--- config.mk ---
export PLATFORM = sky130hd
export DESIGN_NAME = lfsr_search_decrypter
export DESIGN_NICKNAME = d
export VERILOG_FILES = /design/src/rtl/lfsr_search_decrypter.sv
export SDC_FILE = /design/constraint.sdc
export NUM_CORES = 1
export LEC_CHECK = 0
export CORE_MARGIN = 8
export CORE_UTILIZATION = 55
export CTS_BUF_LIST = sky130_fd_sc_hd__clkbuf_2 sky130_fd_sc_hd__clkbuf_4 sky130_fd_sc_hd__clkbuf_8
export DETAILED_ROUTE_END_ITERATION = 10
export HOLD_SLACK_MARGIN = 0.02
export PLACE_DENSITY = 0.79
export SETUP_SLACK_MARGIN = 0.02
export SKIP_LAST_GASP = 1
export SLEW_MARGIN = 30
export SYNTH_ARGS = -nofsm -noshare
export SYNTH_HDL_FRONTEND = slang
export SYNTH_SLANG_ARGS = --single-unit
--- constraint.sdc ---
create_clock -name clk -period 12.25 [get_ports clk]
set_input_delay 2.45 -clock clk [delete_from_list [all_inputs] [get_ports clk]]
set_output_delay 2.45 -clock clk [all_outputs]
set_load 0.01 [all_outputs]
--- src/rtl/lfsr_search_decrypter.sv ---
// lfsr_search_decrypter
//
// Recovers an LFSR seed from the padded preamble of an encrypted message held
// in a shared data memory. It then searches a table of candidate tap patterns
// for the first one whose keystream reproduces the preamble. With that
// pattern it decrypts the message, drops every leading pad byte, and writes
// the packed plaintext back to memory, topped up with pad bytes.
//
// Ports:
//   clk         system clock, all state on the rising edge
//   init        asynchronous active-high reset; a run starts on the first
//               rising clk after it falls
//   mem_raddr   read address (registered)
//   mem_rdata   read data, valid one cycle after mem_raddr is presented
//   mem_wr_en   write strobe (registered)
//   mem_waddr   write address
//   mem_wdata   write data
//   done        run finished, held until init
//   match       a tap pattern was found (valid when done)
//   found_pat   index of the matching tap pattern
//   found_seed  recovered LFSR start state
//   pre_len     number of leading pad bytes stripped
//
// MIN_PRE must be at least 2 so that the first preamble byte is already
// buffered when the seed is checked at the end of the load phase.

module lfsr_search_decrypter #(
    parameter int                        LFSR_W   = 5,
    parameter int                        PAT_CNT  = 6,
    parameter logic [PAT_CNT*LFSR_W-1:0] TAPS     = {5'h12, 5'h14, 5'h17, 5'h1B, 5'h1D, 5'h1E},
    parameter int                        MSG_LEN  = 64,
    parameter int                        MIN_PRE  = 7,
    parameter logic [7:0]                PAD_CHAR = 8'h7E,
    parameter int                        ADDR_W   = 8,
    parameter int                        SRC_BASE = 128,
    parameter int                        DST_BASE = 192
) (
    input  logic                         clk,
    input  logic                         init,
    output logic [ADDR_W-1:0]            mem_raddr,
    input  logic [7:0]                   mem_rdata,
    output logic                         mem_wr_en,
    output logic [ADDR_W-1:0]            mem_waddr,
    output logic [7:0]                   mem_wdata,
    output logic                         done,
    output logic                         match,
    output logic [$clog2(PAT_CNT)-1:0]   found_pat,
    output logic [LFSR_W-1:0]            found_seed,
    output logic [$clog2(MSG_LEN+1)-1:0] pre_len
);

    localparam int PAT_W = $clog2(PAT_CNT);
    localparam int CNT_W = $clog2(MSG_LEN + 1);
    localparam int IDX_W = $clog2(MIN_PRE);

    typedef enum logic [2:0] {
        S_IDLE,
        S_LOAD,
        S_SEARCH,
        S_DECRYPT,
        S_FILL,
        S_FINISH
    } state_t;

    state_t            state, state_next;
    logic [CNT_W-1:0]  cnt;
    logic [CNT_W-1:0]  wr_idx;
    logic [7:0]        pre_buf [MIN_PRE];
    logic [PAT_W-1:0]  pat_idx;
    logic [LFSR_W-1:0] lfsr;
    logic [LFSR_W-1:0] run_taps;
    logic              seen_data;

    logic [LFSR_W-1:0] seed_c;
    logic              seed_ok;
    logic [LFSR_W-1:0] cur_taps;
    logic [LFSR_W-1:0] ks;
    logic              pat_hit;
    logic [7:0]        plain;
    logic              dec_valid;
    logic              dec_write;
    logic [CNT_W-1:0]  wr_idx_next;

    function automatic logic [LFSR_W-1:0] lfsr_step(input logic [LFSR_W-1:0] s,
                                                    input logic [LFSR_W-1:0] t);
        return {s[LFSR_W-2:0], ^(s & t)};
    endfunction

    // Seed recovery and the unrolled preamble check for the pattern under test.
    // The upper bits of the first byte carry no keystream, so they must equal
    // the pad character; a zero seed would give a constant-zero keystream.
    always_comb begin
        seed_c   = LFSR_W'(pre_buf[0] ^ PAD_CHAR);
        seed_ok  = (((pre_buf[0] ^ PAD_CHAR) >> LFSR_W) == 8'd0) && (seed_c != '0);
        cur_taps = TAPS[int'(pat_idx) * LFSR_W +: LFSR_W];
        ks       = seed_c;
        pat_hit  = 1'b1;
        for (int i = 0; i < MIN_PRE; i++) begin
            if (pre_buf[i] != (PAD_CHAR ^ 8'(ks)))
                pat_hit = 1'b0;
            ks = lfsr_step(ks, cur_taps);
        end
    end

    // Decrypt-path decode. Read data is one cycle behind the address, so
    // byte cnt-1 arrives while cnt is non-zero. Pad bytes are dropped only
    // until the first real character has been seen.
    always_comb begin
        plain       = mem_rdata ^ 8'(lfsr);
        dec_valid   = (state == S_DECRYPT) && (cnt != '0);
        dec_write   = dec_valid && (seen_data || (plain != PAD_CHAR));
        wr_idx_next = wr_idx + CNT_W'(dec_write);
    end

    // Next-state logic.
    always_comb begin
        state_next = state;
        case (state)
            S_IDLE:   state_next = S_LOAD;
            S_LOAD:
                if (cnt == CNT_W'(MIN_PRE))
                    state_next = seed_ok ? S_SEARCH : S_FINISH;
            S_SEARCH:
                if (pat_hit)
                    state_next = S_DECRYPT;
                else if (pat_idx == PAT_W'(PAT_CNT - 1))
                    state_next = S_FINISH;
            S_DECRYPT:
                if (cnt == CNT_W'(MSG_LEN))
                    state_next = (wr_idx_next < CNT_W'(MSG_LEN)) ? S_FILL : S_FINISH;
            S_FILL:
                if (wr_idx == CNT_W'(MSG_LEN - 1))
                    state_next = S_FINISH;
            S_FINISH: state_next = S_FINISH;
            default:  state_next = S_IDLE;
        endcase
    end

    always_ff @(posedge clk or posedge init) begin
        if (init)
            state <= S_IDLE;
        else
            state <= state_next;
    end

    // Datapath and registered memory interface. The write strobe is a
    // one-cycle pulse per byte and is cleared by default every cycle.
    always_ff @(posedge clk or posedge init) begin
        if (init) begin
            mem_raddr  <= '0;
            mem_wr_en  <= 1'b0;
            mem_waddr  <= '0;
            mem_wdata  <= '0;
            done       <= 1'b0;
            match      <= 1'b0;
            found_pat  <= '0;
            found_seed <= '0;
            pre_len    <= '0;
            cnt        <= '0;
            wr_idx     <= '0;
            pat_idx    <= '0;
            lfsr       <= '0;
            run_taps   <= '0;
            seen_data  <= 1'b0;
            for (int i = 0; i < MIN_PRE; i++)
                pre_buf[i] <= '0;
        end else begin
            mem_wr_en <= 1'b0;
            case (state)
                S_IDLE: begin
                    mem_raddr <= ADDR_W'(SRC_BASE);
                    cnt       <= '0;
                end
                S_LOAD: begin
                    mem_raddr <= ADDR_W'(SRC_BASE) + ADDR_W'(cnt) + ADDR_W'(1);
                    if (cnt != '0)
                        pre_buf[IDX_W'(cnt - 1'b1)] <= mem_rdata;
                    cnt     <= cnt + 1'b1;
                    pat_idx <= '0;
                end
                S_SEARCH: begin
                    if (pat_hit) begin
                        match      <= 1'b1;
                        found_pat  <= pat_idx;
                        found_seed <= seed_c;
                        lfsr       <= seed_c;
                        run_taps   <= cur_taps;
                        mem_raddr  <= ADDR_W'(SRC_BASE);
                        cnt        <= '0;
                        wr_idx     <= '0;
                        seen_data  <= 1'b0;
                    end else begin
                        pat_idx <= pat_idx + 1'b1;
                    end
                end
                S_DECRYPT: begin
                    mem_raddr <= ADDR_W'(SRC_BASE) + ADDR_W'(cnt) + ADDR_W'(1);
                    cnt       <= cnt + 1'b1;
                    if (dec_valid) begin
                        lfsr <= lfsr_step(lfsr, run_taps);
                        if (dec_write) begin
                            mem_wr_en <= 1'b1;
                            mem_waddr <= ADDR_W'(DST_BASE) + ADDR_W'(wr_idx);
                            mem_wdata <= plain;
                            wr_idx    <= wr_idx_next;
                            seen_data <= 1'b1;
                        end else begin
                            pre_len <= pre_len + 1'b1;
                        end
                    end
                end
                S_FILL: begin
                    mem_wr_en <= 1'b1;
                    mem_waddr <= ADDR_W'(DST_BASE) + ADDR_W'(wr_idx);
                    mem_wdata <= PAD_CHAR;
                    wr_idx    <= wr_idx + 1'b1;
                end
                S_FINISH: done <= 1'b1;
                default: ;
            endcase
        end
    end

endmodule
=== Word-level counts from Yosys, hierarchy flattened ===
Cells that the tools add are included.

* Add/subtract/negate cells: 9
* Multiply operators: 1
* Divide/modulo/power cells: 0
* Order comparisons: 3
* Equality and inequality tests: 25
* Shift operators: 1
* Muxes and demuxes: 43
* Bitwise logic cells: 18
* Reduce and logical (&&, ||, !) cells: 32

{| class="wikitable"
|+ Operators with widths
! kind !! count
|-
| bitwise mux 56 bit || 1
|-
| 2-to-1 mux 8 bit || 6
|-
| != test 8 x 7 -> 1 bit || 6
|-
| NOT 4 -> 6 bit || 7
|-
| case mux 7 bit (3 select lines) || 2
|-
| bitwise AND 5 bit || 7
|-
| XOR reduction 5 bit || 7
|-
| case mux 8 bit (2 select lines) || 2
|-
| indexed part select 30 x 7 -> 5 bit, first input constant || 1
|-
| demux 8 bit (select 3 bit) || 1
|-
| case mux 8 bit (3 select lines) || 1
|-
| adder 7 x 1 -> 7 bit, second input constant || 3
|-
| 2-to-1 mux 3 bit || 7
|-
| 2-to-1 mux 7 bit || 3
|-
| case mux 3 bit (6 select lines) || 1
|-
| adder 8 x 7 -> 8 bit, first input constant || 2
|-
| 2-to-1 mux 1 bit || 13
|-
| != test 2 bit, second input constant || 6
|-
| AND reduction 4 bit || 3
|-
| 2-to-1 mux 5 bit || 2
|-
| case mux 5 bit (2 select lines) || 1
|-
| == test 3 bit, second input constant || 3
|-
| AND reduction 3 bit || 3
|-
| adder 8 x 1 -> 8 bit, second input constant || 1
|-
| other kinds (32) || 43
|}

* Register bits: 129
* Bits in latches: 0
* Memory bits (writable): 0
* Bits in read-only memories: 0
* Input bits: 10
* Output and inout bits: 42
* Memories: 0

=== Longest topological paths before layout ===
* Word-level depth: 18
* Mapped depth: 18

=== Worst setup path after synthesis ===
Ideal clock, no wire load.

* Path kind: input -> register
* From: input port mem_rdata[7]
* To: register wr_idx[6]
* Setup time: 0.121 ns
* Arrival time: 4.567 ns
* Slack: 7.562 ns
* Stages on the path: 14
* Path through: clkbuf_1 -> nor2_1 -> nand4_1 -> nor4_1 -> or3_1 -> clkbuf_1 -> inv_1 -> ha_1 -> ha_1 -> nand4_1 -> xor2_1 -> nor2_1 -> a21o_1 -> a22o_1

* Word-level cells in the longest chain between the ends: 8
* Elaborated cells on any way between the ends: 10
* Those cells by class: 1 x add/sub; 2 x eq/ne; 3 x mux; 1 x bitwise; 3 x reduce/logical

{| class="wikitable"
|+ Ends and longest elaborated chain
! element !! RTL line !! text
|-
| start, declared || 41 || <nowiki>input logic [7:0] mem_rdata,</nowiki>
|-
| bitwise XOR 8 x 5 -> 8 bit * || 109 || <nowiki>plain = mem_rdata ^ 8'(lfsr);</nowiki>
|-
| != test 8 x 7 -> 1 bit * || 111 || <nowiki>dec_write = dec_valid && (seen_data || (plain != PAD_CHAR));</nowiki>
|-
| logical OR 1 bit * || 111 ||
|-
| logical AND 1 bit * || 111 ||
|-
| adder 7 x 1 -> 7 bit || 112 || <nowiki>wr_idx_next = wr_idx + CNT_W'(dec_write);</nowiki>
|-
| 2-to-1 mux 7 bit || 201 || <nowiki>if (dec_write) begin</nowiki>
|-
| 2-to-1 mux 7 bit || 199 || <nowiki>if (dec_valid) begin</nowiki>
|-
| case mux 7 bit (3 select lines) || 169 || <nowiki>case (state)</nowiki>
|-
| end signal, assigned || 205 || <nowiki>wr_idx <= wr_idx_next;</nowiki>
|-
| end signal, assigned || 216 || <nowiki>wr_idx <= wr_idx + 1'b1;</nowiki>
|-
| end, declared || 67 || <nowiki>logic [CNT_W-1:0] wr_idx;</nowiki>
|}

Mark *: on every way between the ends. The rest lies on a longest branch, timed or not. The select of a mux whose other input is x is not followed.
A chain may end at the register's enable or synchronous reset.

=== Final worst setup path ===
* From: input port mem_rdata[4]
* To: register wr_idx[6]

The elaborated chain is that of the path after synthesis.

==> results.md <==
- Status: complete, no violations
- Initial core utilization: between 50% and 60%
- Clock power frac: roughly 17%
- Final hold viol count: 0
- GR Util met1: between 20% and 30%
- Row cnt: 40
- HP Start: mem_waddr[0]$_DFFE_PP0P_
- Sequential Power Share: a little under a third
- Leakage: about 0.0032 uW
- First-pass GRT wire length: between 20,000 and 30,000 um
- Max FO, Critical Path: 13
- R2R Path Start: pat_idx[1]$_DFFE_PP0P_
- Clk slew on worst S/H paths: approximately 0.070 ns
- Crit path capture type: register
- Io pins: 52
- Worst-margin pin slew: just under 1 ns
- DRC viols: 0
- Top_reg_cell synth: dfrtp_1
- Clock skew: ~0.0083 ns
- Placer Congestion: between 0.8 and 0.9
- Fin crit period: ~5.5 ns
- WL/cell: approximately 19 um
- Setup ws final: between 6 and 7 ns
- Fin crit share: between 40% and 50%
- Largest net degree at the start of global routing: 71
- Finish-stage setup viols: 0
- Setup slack at placement: approximately 6.4 ns
- Gate power share: between 50% and 60%
- Setup CP Type: in -> reg
- Met2 Track Usage GR: between 30% and 40%
- Drt initial violations: between 400 and 500
- Critical Path Start: mem_rdata[4]
- Number of nets in the layout: slightly below 700
- Chip Height: ~130 um
- Synthesized cell area: around 6600 um2
- Postcts setup bufs: 0
- Syn_area_per_cell: 10.5 um2
- Power Internal: roughly 1400 uW
- Clk_lat worst skew: between 0.4 and 0.5 ns
- Vias: just over 5,000
- Syn_nets: about 650
- Final Max Tran Viols: 0
- Max Cap Viol: 0
- Initial antenna violation count: 0
- Sw Pwr: 911 uW
- Sw Ratio: 39.8%
- Synth-to-layout area growth: 15.1%
- Peak supply drop: 152 uV
- Hold-fix buffers, CTS: 0
- Sum of negative setup slack: 0 ns
- FMAX: 0.182 GHz
- GRT overflow: 0
- DR pass1 iterations: 6
- Antenna Nets Post-Route: 0
- Worst path required time: 12.59 ns
- H-tree levels: 4
- RSZ-0062 raised after global routing: no
- CTS sink cnt: between 100 and 150
- CORE AREA: between 10,000 and 15,000 um2
- FF+latch count, synth: between 100 and 150
- Hold WC Path Type: reg -> reg
- Pwr dens: approximately 300 nW/um2
- Fillers: around 930
- Post-synth EDFFs: 0
- Mapped Cells: between 600 and 700
- Gr usage total: between 20% and 30%
- GR peak layer: met2
- Synth async-reset ratio: 100%
- Vias/cell: just over 6
- Die width: around 130 um
- Global-route met3 utilization: 5.14%
- CTS Buf Count: 17
- Vias in the first global route: approximately 5,000
- HPWL after DPL: roughly 11,000 um
- Clk buf depth: 2
- IO buf count: 51
- Layout cells sized above 1: between 10% and 20%
- Root buffer cell: clkbuf_8
- Max_slew headroom: between 30 and 40%
- Worst Setup Start Kind: input pin
- Final wirelength: 15,400 um
- Sequential fraction of the synthesis area: 45.9%
- # diodes: 0
- Worst EP arrival: around 5.8 ns
- Number of gates resized after cts: 0
- Ys Warns: 0
- Die area: 15,700 um2
- CTS tree: yes
- Distinct cells, synth: 70
registers in the layout, summed over array words and instances (netlist names):
| register | cells |
|---|---|
| pre_buf | 56 |
| wr_idx | 7 |
| match | 1 |
| found_seed | 5 |
| found_pat | 3 |
| pre_len | 7 |
| pat_idx | 3 |
| mem_wdata | 8 |
| mem_raddr | 8 |
| mem_wr_en | 1 |
| seen_data | 1 |
| run_taps | 5 |
| mem_waddr | 7 |
| state | 3 |
| done | 1 |
| lfsr | 5 |
cell usage in the layout, fill, tap and decap left out, types with 13 or more instances in the layout:
| cell type | n |
|---|---|
| a21oi_1 | 27 |
| nand4_1 | 13 |
| nor2_1 | 40 |
| nand3_1 | 15 |
| nand2_1 | 70 |
| o21ai_0 | 25 |
| clkbuf_8 | 21 |
| clkdlybuf4s50_1 | 51 |
| mux2_2 | 73 |
| xnor2_1 | 24 |
| dfrtp_1 | 121 |
cells by family (layout without fill, tap and decap cells):
logic type / after synthesis / count (layout) / share of synthesized area (%)
flops: 121 / 121 / 45.9
buf+inv: 44 / 98 / 3.04
fa+ha+maj: 11 / 11 / 2.09
mux: 81 / 81 / 13.8
xor+xnor: 36 / 36 / 5.87
compound gates: 122 / 122 / 12.9
simple gates: 212 / 212 / 16.3
cells in the mapped netlist (all sizes together) (7+ instances only):
| cell type | n | area share (%) |
|---|---|---|
| nand4 | 13 | 1.2 |
| a21o | 9 | 1.0 |
| dfrtp | 121 | 46 |
| nand2b | 9 | 0.85 |
| xnor2 | 26 | 3.7 |
| nand2 | 70 | 4.0 |
| ha | 11 | 2.1 |
| nand3 | 15 | 1.1 |
| clkbuf | 19 | 1.1 |
| inv | 13 | 0.74 |
| nor4 | 7 | 0.99 |
| nor3 | 11 | 0.84 |
| nor2 | 42 | 2.5 |
| o21ai | 26 | 2.0 |
| and2 | 8 | 0.76 |
| nor2b | 12 | 1.1 |
| a31oi | 11 | 1.0 |
| mux2 | 75 | 13 |
| buf | 11 | 1.2 |
| a21oi | 27 | 2.1 |
worst paths after layout:
kind	to	slack, ns	cells past startpoint
max	wr_idx[6]$_DFFE_PP0P_	6.76	13
min	mem_waddr[0]$_DFFE_PP0P_	0.47	2
max reg2reg	run_taps[4]$_DFFE_PP0P_	6.81	15
min reg2reg	mem_waddr[0]$_DFFE_PP0P_	0.47	2
max in group asynchronous	pre_buf[13]$_DFFE_PP0P_	8.47	3
min in group asynchronous	pre_len[1]$_DFFE_PP0P_	2.45	2
critical path: stages:
cell	delay [ns]
clkdlybuf4s50_1	0.64
xor2_1	0.23
nand4_1	0.15
nor4_1	0.55
or3_1	0.44
inv_1	0.20
ha_1	0.26
ha_1	0.22
nand4_1	0.12
xor2_1	0.15
nor2_1	0.07
a21o_1	0.18
a22o_1	0.17
stage by stage:
stage	std cells	cell area (um2)	util, %	power [uW]	hold WS [ns]
finish	828	7590	64.0	2290	0.467
detailed placement	796	7150	60.3	1880	0.456
global placement	796	7150	60.3	1830	0.449
global route	828	7590	64.0	2430	0.493
floorplan	627	6590	-	1610	0.450
CTS	828	7590	64.0	2280	0.472
final cells by class:
| type | instances | area [um2] | area share, % |
|---|---|---|---|
| Sequential cell | 121 | 3030 | 39.9 |
| Tap cell | 147 | 184 | 2.42 |
| Inverter | 14 | 55.1 | 0.726 |
| Clock buffer | 26 | 327 | 4.30 |
| Clock inverter | 6 | 111 | 1.47 |
| Timing Repair Buffer | 52 | 518 | 6.83 |
| Multi-Input combinational cell | 462 | 3360 | 44.3 |
power by group through the flow:
| stage | Combinational (uW) | Sequential, uW | Clock (uW) |
|---|---|---|---|
| 3_3_place_gp | 1140 | 687 | 0 |
| 6_report | 1200 | 696 | 390 |
| 3_5_place_dp | 1180 | 699 | 0 |
| 2_1_floorplan | 970 | 643 | 0 |
| 4_1_cts | 1190 | 692 | 396 |
| 5_1_grt | 1300 | 714 | 414 |
routing by layer:
| layer | up-vias | share of wire, % |
|---|---|---|
| li1 | 2346 | - |
| met1 | 2503 | 43 |
| met2 | 182 | 48 |
| met3 | 37 | 6.1 |
| met4 | 0 | 2.7 |
| met5 | - | 0 |
Note: power is estimated with default switching activity, not from simulation.
